`src/rtl/cpu_defines.sv`:
```
`default_nettype none
// ============================================================================
// cpu_defines -- shared MEM-stage encodings: memory ops, FSM states, lanes.
// Rev 1.0
// ============================================================================
package cpu_defines;

    localparam logic [3:0] MEM_OP_NONE = 4'd0;
    localparam logic [3:0] MEM_OP_LB   = 4'd1;
    localparam logic [3:0] MEM_OP_LBU  = 4'd2;
    localparam logic [3:0] MEM_OP_LH   = 4'd3;
    localparam logic [3:0] MEM_OP_LHU  = 4'd4;
    localparam logic [3:0] MEM_OP_LW   = 4'd5;
    localparam logic [3:0] MEM_OP_SB   = 4'd6;
    localparam logic [3:0] MEM_OP_SH   = 4'd7;
    localparam logic [3:0] MEM_OP_SW   = 4'd8;

    typedef enum logic [1:0] {
        ST_IDLE = 2'd0,
        ST_BUSY = 2'd1,
        ST_DONE = 2'd2
    } mem_state_t;

    localparam logic [3:0] BE_BYTE0   = 4'b0001;
    localparam logic [3:0] BE_HALF_LO = 4'b0011;
    localparam logic [3:0] BE_HALF_HI = 4'b1100;
    localparam logic [3:0] BE_WORD    = 4'b1111;

    function automatic logic op_is_load(input logic [3:0] op);
        return (op >= MEM_OP_LB) && (op <= MEM_OP_LW);
    endfunction

    function automatic logic op_is_store(input logic [3:0] op);
        return (op >= MEM_OP_SB) && (op <= MEM_OP_SW);
    endfunction

endpackage
`default_nettype wire

```
`src/rtl/mem_load_extract.sv`:
```
`default_nettype none
// ============================================================================
// mem_load_extract -- byte/halfword lane select with sign or zero extension.
// Rev 1.0
// ============================================================================
module mem_load_extract
    import cpu_defines::*;
(
    input  logic [3:0]  operation,
    input  logic [1:0]  addr_low,
    input  logic [31:0] word,
    output logic [31:0] data
);

    logic [7:0]  w_byte;
    logic [15:0] w_half;

    always_comb begin
        w_byte = word[7:0];
        case (addr_low)
            2'd0: w_byte = word[7:0];
            2'd1: w_byte = word[15:8];
            2'd2: w_byte = word[23:16];
            2'd3: w_byte = word[31:24];
            default: w_byte = word[7:0];
        endcase
        w_half = addr_low[1] ? word[31:16] : word[15:0];
    end

    always_comb begin
        data = word;
        case (operation)
            MEM_OP_LB:  data = {{24{w_byte[7]}}, w_byte};
            MEM_OP_LBU: data = {24'd0, w_byte};
            MEM_OP_LH:  data = {{16{w_half[15]}}, w_half};
            MEM_OP_LHU: data = {16'd0, w_half};
            default:    data = word;
        endcase
    end

endmodule
`default_nettype wire

```
`src/rtl/stage_mem.sv`:
```
`default_nettype none
// ============================================================================
// stage_mem -- MIPS memory-access stage: bus handshake, stall and WB triple.
// Rev 1.0
// ============================================================================
module stage_mem
    import cpu_defines::*;
#(
    parameter int unsigned TIMEOUT_CYCLES = 255
) (
    input  logic        clock,
    input  logic        reset,
    input  logic        mem_register_write_enable,
    input  logic [4:0]  mem_register_write_address,
    input  logic [31:0] mem_register_write_data,
    input  logic [3:0]  mem_operation,
    input  logic [31:0] mem_store_data,
    output logic        wb_register_write_enable,
    output logic [4:0]  wb_register_write_address,
    output logic [31:0] wb_register_write_data,
    output logic        stall_request,
    output logic        address_error,
    output logic        bus_error,
    output logic        bus_request,
    output logic        bus_write,
    output logic [31:0] bus_address,
    output logic [3:0]  bus_byte_enable,
    output logic [31:0] bus_write_data,
    input  logic        bus_ready,
    input  logic [31:0] bus_read_data
);

    localparam bit          TIMEOUT_EN   = (TIMEOUT_CYCLES != 0);
    localparam logic [15:0] TIMEOUT_LAST = 16'(TIMEOUT_CYCLES - 1);

    mem_state_t  r_state;
    logic        r_bus_request;
    logic        r_bus_write;
    logic [31:0] r_bus_address;
    logic [3:0]  r_bus_byte_enable;
    logic [31:0] r_bus_write_data;
    logic [31:0] r_read_data;
    logic        r_bus_error;
    logic [15:0] r_count;

    logic [31:0] w_addr;
    logic        w_is_load;
    logic        w_is_store;
    logic        w_is_mem;
    logic        w_misaligned;
    logic        w_start;
    logic [3:0]  w_be;
    logic [31:0] w_wdata;
    logic [31:0] w_load_data;

    assign w_addr     = mem_register_write_data;
    assign w_is_load  = op_is_load(mem_operation);
    assign w_is_store = op_is_store(mem_operation);
    assign w_is_mem   = w_is_load | w_is_store;
    assign w_start    = (r_state == ST_IDLE) && w_is_mem && !w_misaligned;

    always_comb begin
        w_misaligned = 1'b0;
        w_be         = 4'b0000;
        w_wdata      = 32'd0;
        case (mem_operation)
            MEM_OP_LB, MEM_OP_LBU: begin
                w_be = BE_BYTE0 << w_addr[1:0];
            end
            MEM_OP_SB: begin
                w_be    = BE_BYTE0 << w_addr[1:0];
                w_wdata = {4{mem_store_data[7:0]}};
            end
            MEM_OP_LH, MEM_OP_LHU: begin
                w_misaligned = w_addr[0];
                w_be         = w_addr[1] ? BE_HALF_HI : BE_HALF_LO;
            end
            MEM_OP_SH: begin
                w_misaligned = w_addr[0];
                w_be         = w_addr[1] ? BE_HALF_HI : BE_HALF_LO;
                w_wdata      = {2{mem_store_data[15:0]}};
            end
            MEM_OP_LW: begin
                w_misaligned = (w_addr[1:0] != 2'b00);
                w_be         = BE_WORD;
            end
            MEM_OP_SW: begin
                w_misaligned = (w_addr[1:0] != 2'b00);
                w_be         = BE_WORD;
                w_wdata      = mem_store_data;
            end
            default: ;
        endcase
    end

    // EX/MEM is frozen while stalled, so DONE can extract from the live op/address.
    mem_load_extract u_extract (
        .operation (mem_operation),
        .addr_low  (w_addr[1:0]),
        .word      (r_read_data),
        .data      (w_load_data)
    );

    always_ff @(posedge clock) begin
        if (!reset) begin
            r_state           <= ST_IDLE;
            r_bus_request     <= 1'b0;
            r_bus_write       <= 1'b0;
            r_bus_address     <= 32'd0;
            r_bus_byte_enable <= 4'd0;
            r_bus_write_data  <= 32'd0;
            r_read_data       <= 32'd0;
            r_bus_error       <= 1'b0;
            r_count           <= 16'd0;
        end else begin
            case (r_state)
                ST_IDLE: begin
                    if (w_start) begin
                        r_bus_request     <= 1'b1;
                        r_bus_write       <= w_is_store;
                        r_bus_address     <= {w_addr[31:2], 2'b00};
                        r_bus_byte_enable <= w_be;
                        r_bus_write_data  <= w_wdata;
                        r_bus_error       <= 1'b0;
                        r_count           <= 16'd0;
                        r_state           <= ST_BUSY;
                    end
                end
                ST_BUSY: begin
                    // Ready takes priority over a timeout landing in the same cycle.
                    if (bus_ready) begin
                        r_read_data   <= bus_read_data;
                        r_bus_request <= 1'b0;
                        r_state       <= ST_DONE;
                    end else begin
                        r_count <= r_count + 16'd1;
                        if (TIMEOUT_EN && (r_count == TIMEOUT_LAST)) begin
                            r_bus_request <= 1'b0;
                            r_bus_error   <= 1'b1;
                            r_state       <= ST_DONE;
                        end
                    end
                end
                ST_DONE: begin
                    r_bus_error <= 1'b0;
                    r_state     <= ST_IDLE;
                end
                default: r_state <= ST_IDLE;
            endcase
        end
    end

    always_comb begin
        wb_register_write_enable  = mem_register_write_enable;
        wb_register_write_address = mem_register_write_address;
        wb_register_write_data    = mem_register_write_data;
        stall_request             = 1'b0;
        address_error             = 1'b0;
        bus_error                 = 1'b0;
        case (r_state)
            ST_IDLE: begin
                if (w_is_mem) begin
                    wb_register_write_enable = 1'b0;
                    if (w_misaligned) begin
                        address_error = 1'b1;
                    end else begin
                        stall_request = 1'b1;
                    end
                end
            end
            ST_BUSY: begin
                stall_request            = 1'b1;
                wb_register_write_enable = 1'b0;
            end
            ST_DONE: begin
                if (r_bus_error) begin
                    bus_error                = 1'b1;
                    wb_register_write_enable = 1'b0;
                end else if (w_is_load) begin
                    wb_register_write_data = w_load_data;
                end
            end
            default: ;
        endcase
    end

    assign bus_request     = r_bus_request;
    assign bus_write       = r_bus_write;
    assign bus_address     = r_bus_address;
    assign bus_byte_enable = r_bus_byte_enable;
    assign bus_write_data  = r_bus_write_data;

endmodule
`default_nettype wire

```
`config.mk`:
```
export PLATFORM = sky130hd
export DESIGN_NAME = stage_mem
export DESIGN_NICKNAME = d
export VERILOG_FILES = /design/src/rtl/cpu_defines.sv /design/src/rtl/mem_load_extract.sv /design/src/rtl/stage_mem.sv
export SDC_FILE = /design/constraint.sdc
export NUM_CORES = 1
export LEC_CHECK = 0
export BUFFER_PORTS_ARGS = -buffer_cell sky130_fd_sc_hd__clkbuf_2
export CORE_ASPECT_RATIO = 2
export CORE_MARGIN = 5
export CORE_UTILIZATION = 46
export DETAILED_ROUTE_END_ITERATION = 6
export PLACE_DENSITY = 0.77
export RECOVER_POWER = 100
export REMOVE_ABC_BUFFERS = 1
export SKIP_CTS_REPAIR_TIMING = 1
export SYNTH_ARGS = -nofsm -noshare
export SYNTH_HDL_FRONTEND = slang
export SYNTH_SLANG_ARGS = --single-unit
export TNS_END_PERCENT = 10
```
`constraint.sdc`:
```
create_clock -name clock -period 1.8 [get_ports clock]
set_clock_uncertainty 0.2 [all_clocks]
set_input_delay 0.09 -clock clock [delete_from_list [all_inputs] [get_ports clock]]
set_output_delay 0.09 -clock clock [all_outputs]
set_load 0.005 [all_outputs]
```
== Yosys cells after proc, flatten, opt, wreduce, memory -nomap -nowiden ==
Cells that the tools add are included.

* Register bits: 119
* Input port bits: 109
* Output and inout bits: 111
* Logic and storage cells: 89

* Add/sub/neg operators: 1
* $lt $le $gt $ge: 4
* Equality and inequality tests: 18
* Shifts and indexed selects: 1
* Multiplexer cells: 36
* Bitwise logic cells: 1
* Reductions and logical operators: 19

{| class="wikitable"
|+ Operators by type and width
! cell !! number
|-
| one-hot mux 32 bit (4 select lines) || 1
|-
| two-way mux 32 bit || 3
|-
| one-hot mux 32 bit (3 select lines) || 1
|-
| two-way mux 16 bit || 3
|-
| one-hot mux 16 bit (2 select lines) || 1
|-
| one-hot mux 8 bit (4 select lines) || 1
|-
| adder 16 x 1 -> 16 bit, second input constant || 1
|-
| equality test 16 x 8 -> 1 bit, second input constant || 1
|-
| equality test 4 x 3 -> 1 bit, second input constant || 4
|-
| two-way mux 1 bit || 15
|-
| one-hot mux 4 bit (3 select lines) || 1
|-
| equality test 4 x 2 -> 1 bit, second input constant || 2
|-
| equality test 2 bit, second input constant || 3
|-
| two-way mux 2 bit || 3
|-
| != test 2 bit, second input constant || 3
|-
| one-hot mux 1 bit (2 select lines) || 3
|-
| one-hot mux 1 bit (3 select lines) || 2
|-
| AND reduction 2 bit || 3
|-
| AND reduction 3 bit || 2
|-
| OR reduction 3 bit || 2
|-
| equality test 2 x 1 -> 1 bit, second input constant || 2
|-
| equality test 4 x 1 -> 1 bit, second input constant || 1
|-
| equality test 4 bit, second input constant || 1
|-
| >= comparator 4 x 1 -> 1 bit, second input constant || 1
|-
| 15 further kinds || 20
|}

== Longest topological paths before layout ==
Gate-level depths: netlist of the first run.

* Depth in word-level cells: 7
* Depth in mapped cells: 9
* Gate-level depth less buffers: 6

== Cells and area by module ==
Synthesis of the first run repeated with hierarchy kept, for this count alone.

* Cells, all modules: 756
* Area total of the unflattened synthesis: 6423.7 um2

{| class="wikitable"
|+ By module, submodules not included
! module !! times used !! cells an instance !! area each (um2) !! sequential area each (um2)
|-
| stage_mem || 1 || 655 || 5596.6 || 2382.3
|-
| mem_load_extract || 1 || 101 || 827.0 || 0.0
|}

== Least setup slack after synthesis of the first run ==
No wires, ideal clock.

* Path kind: reg-to-reg
* From: register r_count[2]
* To: register r_count[15]
* Setup time: 72 ps
* Arrival time: 1620 ps
* Data required time: 1528 ps
* Setup slack: -92 ps
* Cell stages (with the launch flop): 6
* Buffers on the path: 0
* Period minus slack after synthesis: 1892 ps
* Cell sequence: dfxtp_1 nand4_2 nor4_1 nand3_1 a211oi_1 mux2i_1

* Word-level cells in the longest chain between the ends: 3

{| class="wikitable"
|+ Ends and longest elaborated chain
! element !! line !! source
|-
| start, declared || stage_mem.sv:44 || <nowiki>logic [15:0] r_count;</nowiki>
|-
| start signal, assigned || stage_mem.sv:136 || <nowiki>r_count <= r_count + 16'd1;</nowiki>
|-
| adder 16 x 1 -> 16 bit || stage_mem.sv:136 ||
|-
| two-way mux 16 bit || stage_mem.sv:131 || <nowiki>if (bus_ready) begin</nowiki>
|-
| one-hot mux 16 bit (2 select lines) || stage_mem.sv:116 || <nowiki>case (r_state)</nowiki>
|}

Every way passes these cells. The select of a mux whose other input is x is not followed.
A chain may end at the register's enable or synchronous reset.

== Worst setup path in the final report of the first run ==
* From: register r_state[1]
* To: output wb_register_write_data[22]

* Word-level cells in the longest chain between the ends: 2

{| class="wikitable"
|+ Ends and longest elaborated chain
! element !! line !! source
|-
| start, declared || stage_mem.sv:36 || <nowiki>mem_state_t r_state;</nowiki>
|-
| start signal, assigned || stage_mem.sv:106 || <nowiki>r_state <= ST_IDLE;</nowiki>
|-
| start signal, assigned || stage_mem.sv:126 || <nowiki>r_state <= ST_BUSY;</nowiki>
|-
| start signal, assigned || stage_mem.sv:134 || <nowiki>r_state <= ST_DONE;</nowiki>
|-
| equality test 2 bit || stage_mem.sv:160 || <nowiki>case (r_state)</nowiki>
|-
| two-way mux 32 bit || stage_mem.sv:160 ||
|-
| end, declared || stage_mem.sv:20 || <nowiki>output logic [31:0] wb_register_write_data,</nowiki>
|}

Every way passes these cells.

==> results of run 1 <==
## cell families after synthesis
logic type      after synthesis  synth area share [%]
flops                       119                  36.7
simple gates                342                  23.9
xor+xnor                      4                 0.540
other cells                   1                0.0577
mux                          34                  5.55
buf+inv                      90                  6.74
compound gates              233                  26.1
fa+ha+maj                     2                 0.385
## critical path, stage by stage, from the launching register on
cell and delay [ns]:
dfxtp_2 0.33, nor2b_4 0.16, nand2_2 0.07, or4_4 0.46, a211oi_1 0.29, buf_4 0.18, nor2_1 0.03, clkbuf_2 0.11
## synth_stat cells (all sizes together), types with 3 or more instances
| cell | count | area share [%] |
|---|---|---|
| or3 | 3 | 0.29 |
| mux2 | 6 | 1.0 |
| nor2b | 5 | 0.48 |
| and2 | 7 | 0.67 |
| a22o | 7 | 0.94 |
| clkbuf | 33 | 1.9 |
| nor4 | 3 | 0.29 |
| or3b | 3 | 0.44 |
| a31oi | 3 | 0.52 |
| o211a | 16 | 2.5 |
| xnor2 | 3 | 0.40 |
| a221oi | 9 | 1.2 |
| nand2 | 180 | 10 |
| o22ai | 11 | 1.1 |
| buf | 43 | 4.0 |
| nand3b | 10 | 1.2 |
| a211oi | 13 | 1.5 |
| o2111ai | 3 | 0.40 |
| o21ai | 33 | 2.8 |
| dfxtp | 119 | 37 |
| nor2 | 67 | 3.9 |
| nor3 | 9 | 0.69 |
| nor4b | 4 | 0.73 |
| a21oi | 45 | 3.5 |
| a21o | 3 | 0.35 |
| nand2b | 5 | 0.48 |
| nor3b | 11 | 1.3 |
| nand3 | 25 | 1.9 |
| a2111oi | 4 | 0.83 |
| a21boi | 72 | 8.3 |
| mux2i | 27 | 4.2 |
| nand4 | 3 | 0.39 |
| o21a | 4 | 0.46 |
| inv | 14 | 0.81 |
## how the worst max path moves through the flow
stage                startpoint                    endpoint  slack, ns  depth (start not counted)
6_report             r_state[1]  wb_register_write_data[22]      -0.53                          7
5_1_grt              r_state[1]  wb_register_write_data[22]      -0.61                          7
4_1_cts              r_state[1]  wb_register_write_data[18]      -0.86                          7
3_5_place_dp         r_state[1]  wb_register_write_data[18]      -0.42                          7
3_3_place_gp   mem_operation[0]   wb_register_write_data[1]      -0.36                         10
2_1_floorplan  mem_operation[1]                 r_count[11]      -2.23                          5
## cell type report
| class | instances | area (sq um) | area share [%] |
|---|---|---|---|
| antenna | 1 | 2.50 | 0.0246 |
| clock buffer | 18 | 439 | 4.32 |
| clock inverter | 14 | 140 | 1.38 |
| inverter | 14 | 52.6 | 0.517 |
| multi-input combinational | 617 | 3940 | 38.7 |
| sequential | 119 | 2390 | 23.5 |
| tap | 189 | 236 | 2.33 |
| timing repair buffer | 416 | 2970 | 29.2 |
## power groups by stage
stage | Combinational (uW) | Sequential, uW | Clock [uW]
after floorplan | 589 | 2950 | 0
after global placement | 1380 | 2940 | 0
after detailed placement | 1400 | 2950 | 0
after CTS | 1410 | 2890 | 3380
after global routing | 1810 | 2920 | 3510
final | 1660 | 2900 | 3360
## metrics by stage
stage	instances	utilization [%]	cell area, sq um
floorplan	750	-	6110
global placement	1254	60.1	8350
global route	1388	73.2	10200
CTS	1286	64.2	8920
detailed placement	1254	60.1	8350
finish	1388	73.2	10200
## state kept, by name, indices dropped and copies added (netlist names)
name,cells
bus_address,30
bus_byte_enable,4
bus_request,1
bus_write,1
bus_write_data,32
r_bus_error,1
r_count,16
r_read_data,32
r_state,2
## per-layer routing
metal / part of all wire, % / routed length, microns / up-vias
li1: - / - / 3594
met3: 5.7 / 1390 / 92
met5: 0.029 / 7 / -
met1: 34 / 8240 / 3585
met4: 4.6 / 1110 / 2
met2: 56 / 13600 / 353
==> impl_metrics.json, run 1 <==
{
  "startpoint_type": "flip-flop",
  "rrSetupSlack_ns": -0.09,
  "final_max_slew_viol_count": 0,
  "status": "finished, violations left",
  "htree_num_levels": 4,
  "wirelength_microns": 24400,
  "hold_depth": 5,
  "synth_warnings": 0,
  "synth_flop_cell": "dfxtp_1",
  "worstSkewPairLatency_ns": 0.41,
  "dp_hpwl_microns": 16000,
  "cts-root-buf": "clkbuf_16",
  "busiest_layer": "met2",
  "area_growth_pct": 56.6,
  "syn_inst": 825,
  "seq_power_share_pct": 36.6,
  "cp-end-kind": "output port",
  "clk_pin_slew_ns": 0.06,
  "core_area_sq_um": 13900,
  "drc": 0,
  "num_rows": 61,
  "p_int_uw": 5590,
  "period_needed_ns": 2.33,
  "grt_max_degree": 58,
  "cts_tree": "built",
  "grt_util_met2_pct": 47.7,
  "worst_slack_ns": -0.532,
  "switching_power_uw": 2330,
  "use_met1_pct": 26.0,
  "crit_fanout": 3,
  "track_usage_pct": 25.7,
  "max-cap-violations": 0,
  "hold_start": "bus_ready",
  "fillers": 1016,
  "fmax_ghz": 0.429,
  "synth-edff-count": 0,
  "hold_slack_ns": 0.0471,
  "dieArea_sq_um": 16700,
  "wl_per_cell_microns": 17.6,
  "grt_pass1_wl_microns": 33900,
  "num_vias": 7626,
  "violations": "negative setup slack",
  "layout_commonest_cell": "nand2_1",
  "clk_path_buf_depth": 2,
  "grt_pass1_vias": 6885,
  "worst-endpoint-arrival_ns": 2.04,
  "start_util_pct": 46.7,
  "avgSynthCellArea_sq_um": 7.87,
  "rsz0062_at_grt": "yes",
  "worst_hold_path.endpoint": "r_read_data[23]",
  "cts.sinks": 119,
  "die_h_microns": 178,
  "cts_buffers": 17,
  "leakage_uw": 0.00435,
  "r2r_end": "r_count[10]",
  "synth_seq_cells": 119,
  "powerDensity_nw_per_um2": 778,
  "power.share.clock_pct": 42.4,
  "synth.distinct_cells": 64,
  "pre_cts_slack_ns": -0.419,
  "worst-endpoint-required_ns": 1.51,
  "switching_share_pct": 29.4,
  "peakVddDrop_mv": 0.905,
  "grt_util_met3_pct": 5.49,
  "numPortBuffers": 207,
  "fin_nets": 1296,
  "total_power_uw": 7910,
  "drive_gt1_share_pct": 30.7,
  "globalRouteOverflowTotal": 0,
  "async_flop_share_pct": 0,
  "gp_congestion": 0.913,
  "reg2reg_depth": 6,
  "criticalPathCategory": "flip-flop to output port",
  "dr.pass1.iters": 5,
  "drt_iter0_markers": 371,
  "max_slew.worst_pin.slew_ns": 0.812,
  "hold_viol": 0,
  "finalSetupViolations": 37,
  "syn_area_sq_um": 6490,
  "post-route-period-util_pct": 130,
  "reg2reg_from": "r_state[0]",
  "timing.setup.tns_ns": -15.32,
  "comb_power_share_pct": 21.0,
  "ioPinCount": 220,
  "hp-class": "input pin to flip-flop",
  "yosysSeqAreaShare_pct": 36.7,
  "layout_common_cells": "179 x nand2_1, 154 x clkbuf_2, 113 x dfxtp_1, 101 x dlygate4sd3_1, 91 x buf_4",
  "relSlewSlack_pct": 45.7,
  "vias_per_cell": 5.49,
  "antenna_found_initial": 2,
  "ant_nets": 0,
  "fp.dieW_microns": 94.0
}
Power figures use the tool's default switching activity.
==> inputs of run 2 (changes only) <==
--- a/config.mk
+++ b/config.mk
@@ -8,9 +8,8 @@
 export BUFFER_PORTS_ARGS = -buffer_cell sky130_fd_sc_hd__clkbuf_2
 export CORE_ASPECT_RATIO = 2
 export CORE_MARGIN = 5
-export CORE_UTILIZATION = 46
+export CORE_UTILIZATION = 31
 export DETAILED_ROUTE_END_ITERATION = 6
-export PLACE_DENSITY = 0.77
 export RECOVER_POWER = 100
 export REMOVE_ABC_BUFFERS = 1
 export SKIP_CTS_REPAIR_TIMING = 1
==> run 2 against run 1 <==
Routed wire length increased by 2.4%. Flip-flop and latch count unchanged. Clock power increased by 2%. Critical path type unchanged. Fmax decreased by 0.99%. First-iteration DRC count decreased by 51%. Setup slack got worse by 0.023 ns. Largest power group unchanged. Critical path depth increased by 1. The run still ends with negative setup slack left. Final area increased by 1.5%. Sequential share of layout area decreased by 0.42 points. Highest routed layer is now met4. Sequential power about the same. Clock-buffer cell count increased by 3.
==> impl_metrics.json, run 2 (synthesized netlist as in run 1, its figures left out) <==
{
  "status": "finished, violations left",
  "violations": "negative setup slack",
  "layout_common_cells": "178 x nand2_1, 157 x clkbuf_2, 116 x dfxtp_1, 101 x dlygate4sd3_1, 96 x buf_4",
  "cts-root-buf": "clkbuf_16",
  "seq_power_share_pct": 36.5,
  "antenna_found_initial": 0,
  "layout_commonest_cell": "nand2_1",
  "drive_gt1_share_pct": 30.9,
  "grt_max_degree": 66,
  "track_usage_pct": 18.6,
  "p_int_uw": 5730,
  "final_max_slew_viol_count": 0,
  "core_area_sq_um": 20800,
  "worst-endpoint-arrival_ns": 2.07,
  "power.share.clock_pct": 43.0,
  "fillers": 2046,
  "fin_util_pct": 49.6,
  "fmax_ghz": 0.425,
  "num_vias": 7286,
  "crit_fanout": 9,
  "max-cap-violations": 0,
  "cts_tree": "built",
  "area_growth_pct": 59.0,
  "wl_per_cell_microns": 16.9,
  "die_h_microns": 215,
  "clk_path_buf_depth": 2,
  "rsz0062_at_grt": "yes",
  "ioPinCount": 220,
  "pre_cts_slack_ns": -0.432,
  "dr.pass1.iters": 4,
  "switching_share_pct": 28.0,
  "hold_start": "mem_register_write_data[0]",
  "dp_hpwl_microns": 17800,
  "timing.setup.tns_ns": -15.19,
  "startpoint_type": "flip-flop",
  "powerDensity_nw_per_um2": 770,
  "grt_pass1_vias": 6670,
  "peakVddDrop_mv": 0.612,
  "cts.sinks": 119,
  "clk_pin_slew_ns": 0.06,
  "drt_iter0_markers": 183,
  "numPortBuffers": 207,
  "vias_per_cell": 4.93,
  "worst_slack_ns": -0.555,
  "dieArea_sq_um": 24100,
  "reg2reg_from": "r_state[1]",
  "finalSetupViolations": 40,
  "grt_pass1_wl_microns": 35400,
  "criticalPathCategory": "flip-flop to output port",
  "leakage_uw": 0.00442,
  "wirelength_microns": 25000,
  "switching_power_uw": 2220,
  "hold_depth": 5,
  "worst-endpoint-required_ns": 1.51,
  "fp.dieW_microns": 112,
  "globalRouteOverflowTotal": 0,
  "fin_nets": 1306,
  "drc": 0,
  "hp-class": "input pin to flip-flop",
  "ant_nets": 0,
  "cp-end-kind": "output port",
  "rrSetupSlack_ns": -0.08,
  "reg2reg_depth": 7,
  "total_power_uw": 7950,
  "start_util_pct": 31.2,
  "worst_hold_path.endpoint": "bus_byte_enable[0]",
  "r2r_end": "bus_byte_enable[0]",
  "cts_buffers": 17,
  "diodes": 0,
  "num_rows": 75,
  "comb_power_share_pct": 20.5,
  "htree_num_levels": 4,
  "gp_congestion": 0.926,
  "worstSkewPairLatency_ns": 0.42,
  "hold_viol": 0,
  "period_needed_ns": 2.36,
  "post-route-period-util_pct": 131
}
[run 2: cell count changes in the layout (fill, tap and decap cells not counted), sizes merged]
| cell | before | now |
|---|---|---|
| diode | 1 | 0 |
| inv | 20 | 15 |
| buf | 112 | 122 |
| clkinvlp | 2 | 3 |
| bufinv | 1 | 2 |
| clkbuf | 221 | 224 |
[run 2: cell type report]
cell class / count / area, sq um / area share (%)
Clock buffer: 21 / 460 / 4.46
Clock inverter: 11 / 124 / 1.20
Inverter: 14 / 52.6 / 0.509
Multi-Input combinational cell: 617 / 3880 / 37.5
Sequential cell: 119 / 2390 / 23.1
Tap cell: 269 / 337 / 3.26
Timing Repair Buffer: 426 / 3090 / 29.9
[run 2: power by group through the flow]
| stage | Combinational [uW] | Sequential [uW] | Clock, uW |
|---|---|---|---|
| after global routing | 1790 | 2920 | 3590 |
| final | 1630 | 2900 | 3420 |
| after global placement | 1420 | 2950 | 0 |
| after detailed placement | 1430 | 2950 | 0 |
| after CTS | 1440 | 2900 | 3500 |
| after floorplan | 589 | 2950 | 0 |
[run 2: worst max path at each step]
stage,start,end,slack (ns),cells after the start
floorplan,mem_operation[1],r_count[11],-2.23,5
finish,r_state[1],wb_register_write_data[30],-0.56,8
global placement,mem_operation[0],wb_register_write_data[22],-0.42,11
detailed placement,mem_operation[0],wb_register_write_data[22],-0.43,11
CTS,r_state[1],wb_register_write_data[22],-0.77,7
global route,r_state[1],wb_register_write_data[30],-0.66,8
[run 2: metal layers]
layer | vias to the layer above | wire (microns) | global-route usage, %
met5 | - | 0 | 0
met3 | 54 | 1030 | 3.47
li1 | 3614 | - | -
met4 | 0 | 776 | 7.38
met1 | 3417 | 8980 | 18.6
met2 | 201 | 14200 | 36.4
[run 2: through the flow]
stage,area [sq um],hold slack [ns],instances
2_1_floorplan,6110,-0.0200,750
5_1_grt,10300,0.188,1477
3_5_place_dp,8520,-0.0200,1340
4_1_cts,9100,-0.315,1372
3_3_place_gp,8520,-0.0200,1340
6_report,10300,0.172,1477
[run 2: critical path, stage by stage (launching register included)]
cell	delay (ns)
dfxtp_2	0.32
nor2b_4	0.15
nand2_2	0.06
or4_4	0.48
buf_12	0.17
buf_8	0.14
nand2_1	0.07
o21ai_0	0.11
clkbuf_2	0.14
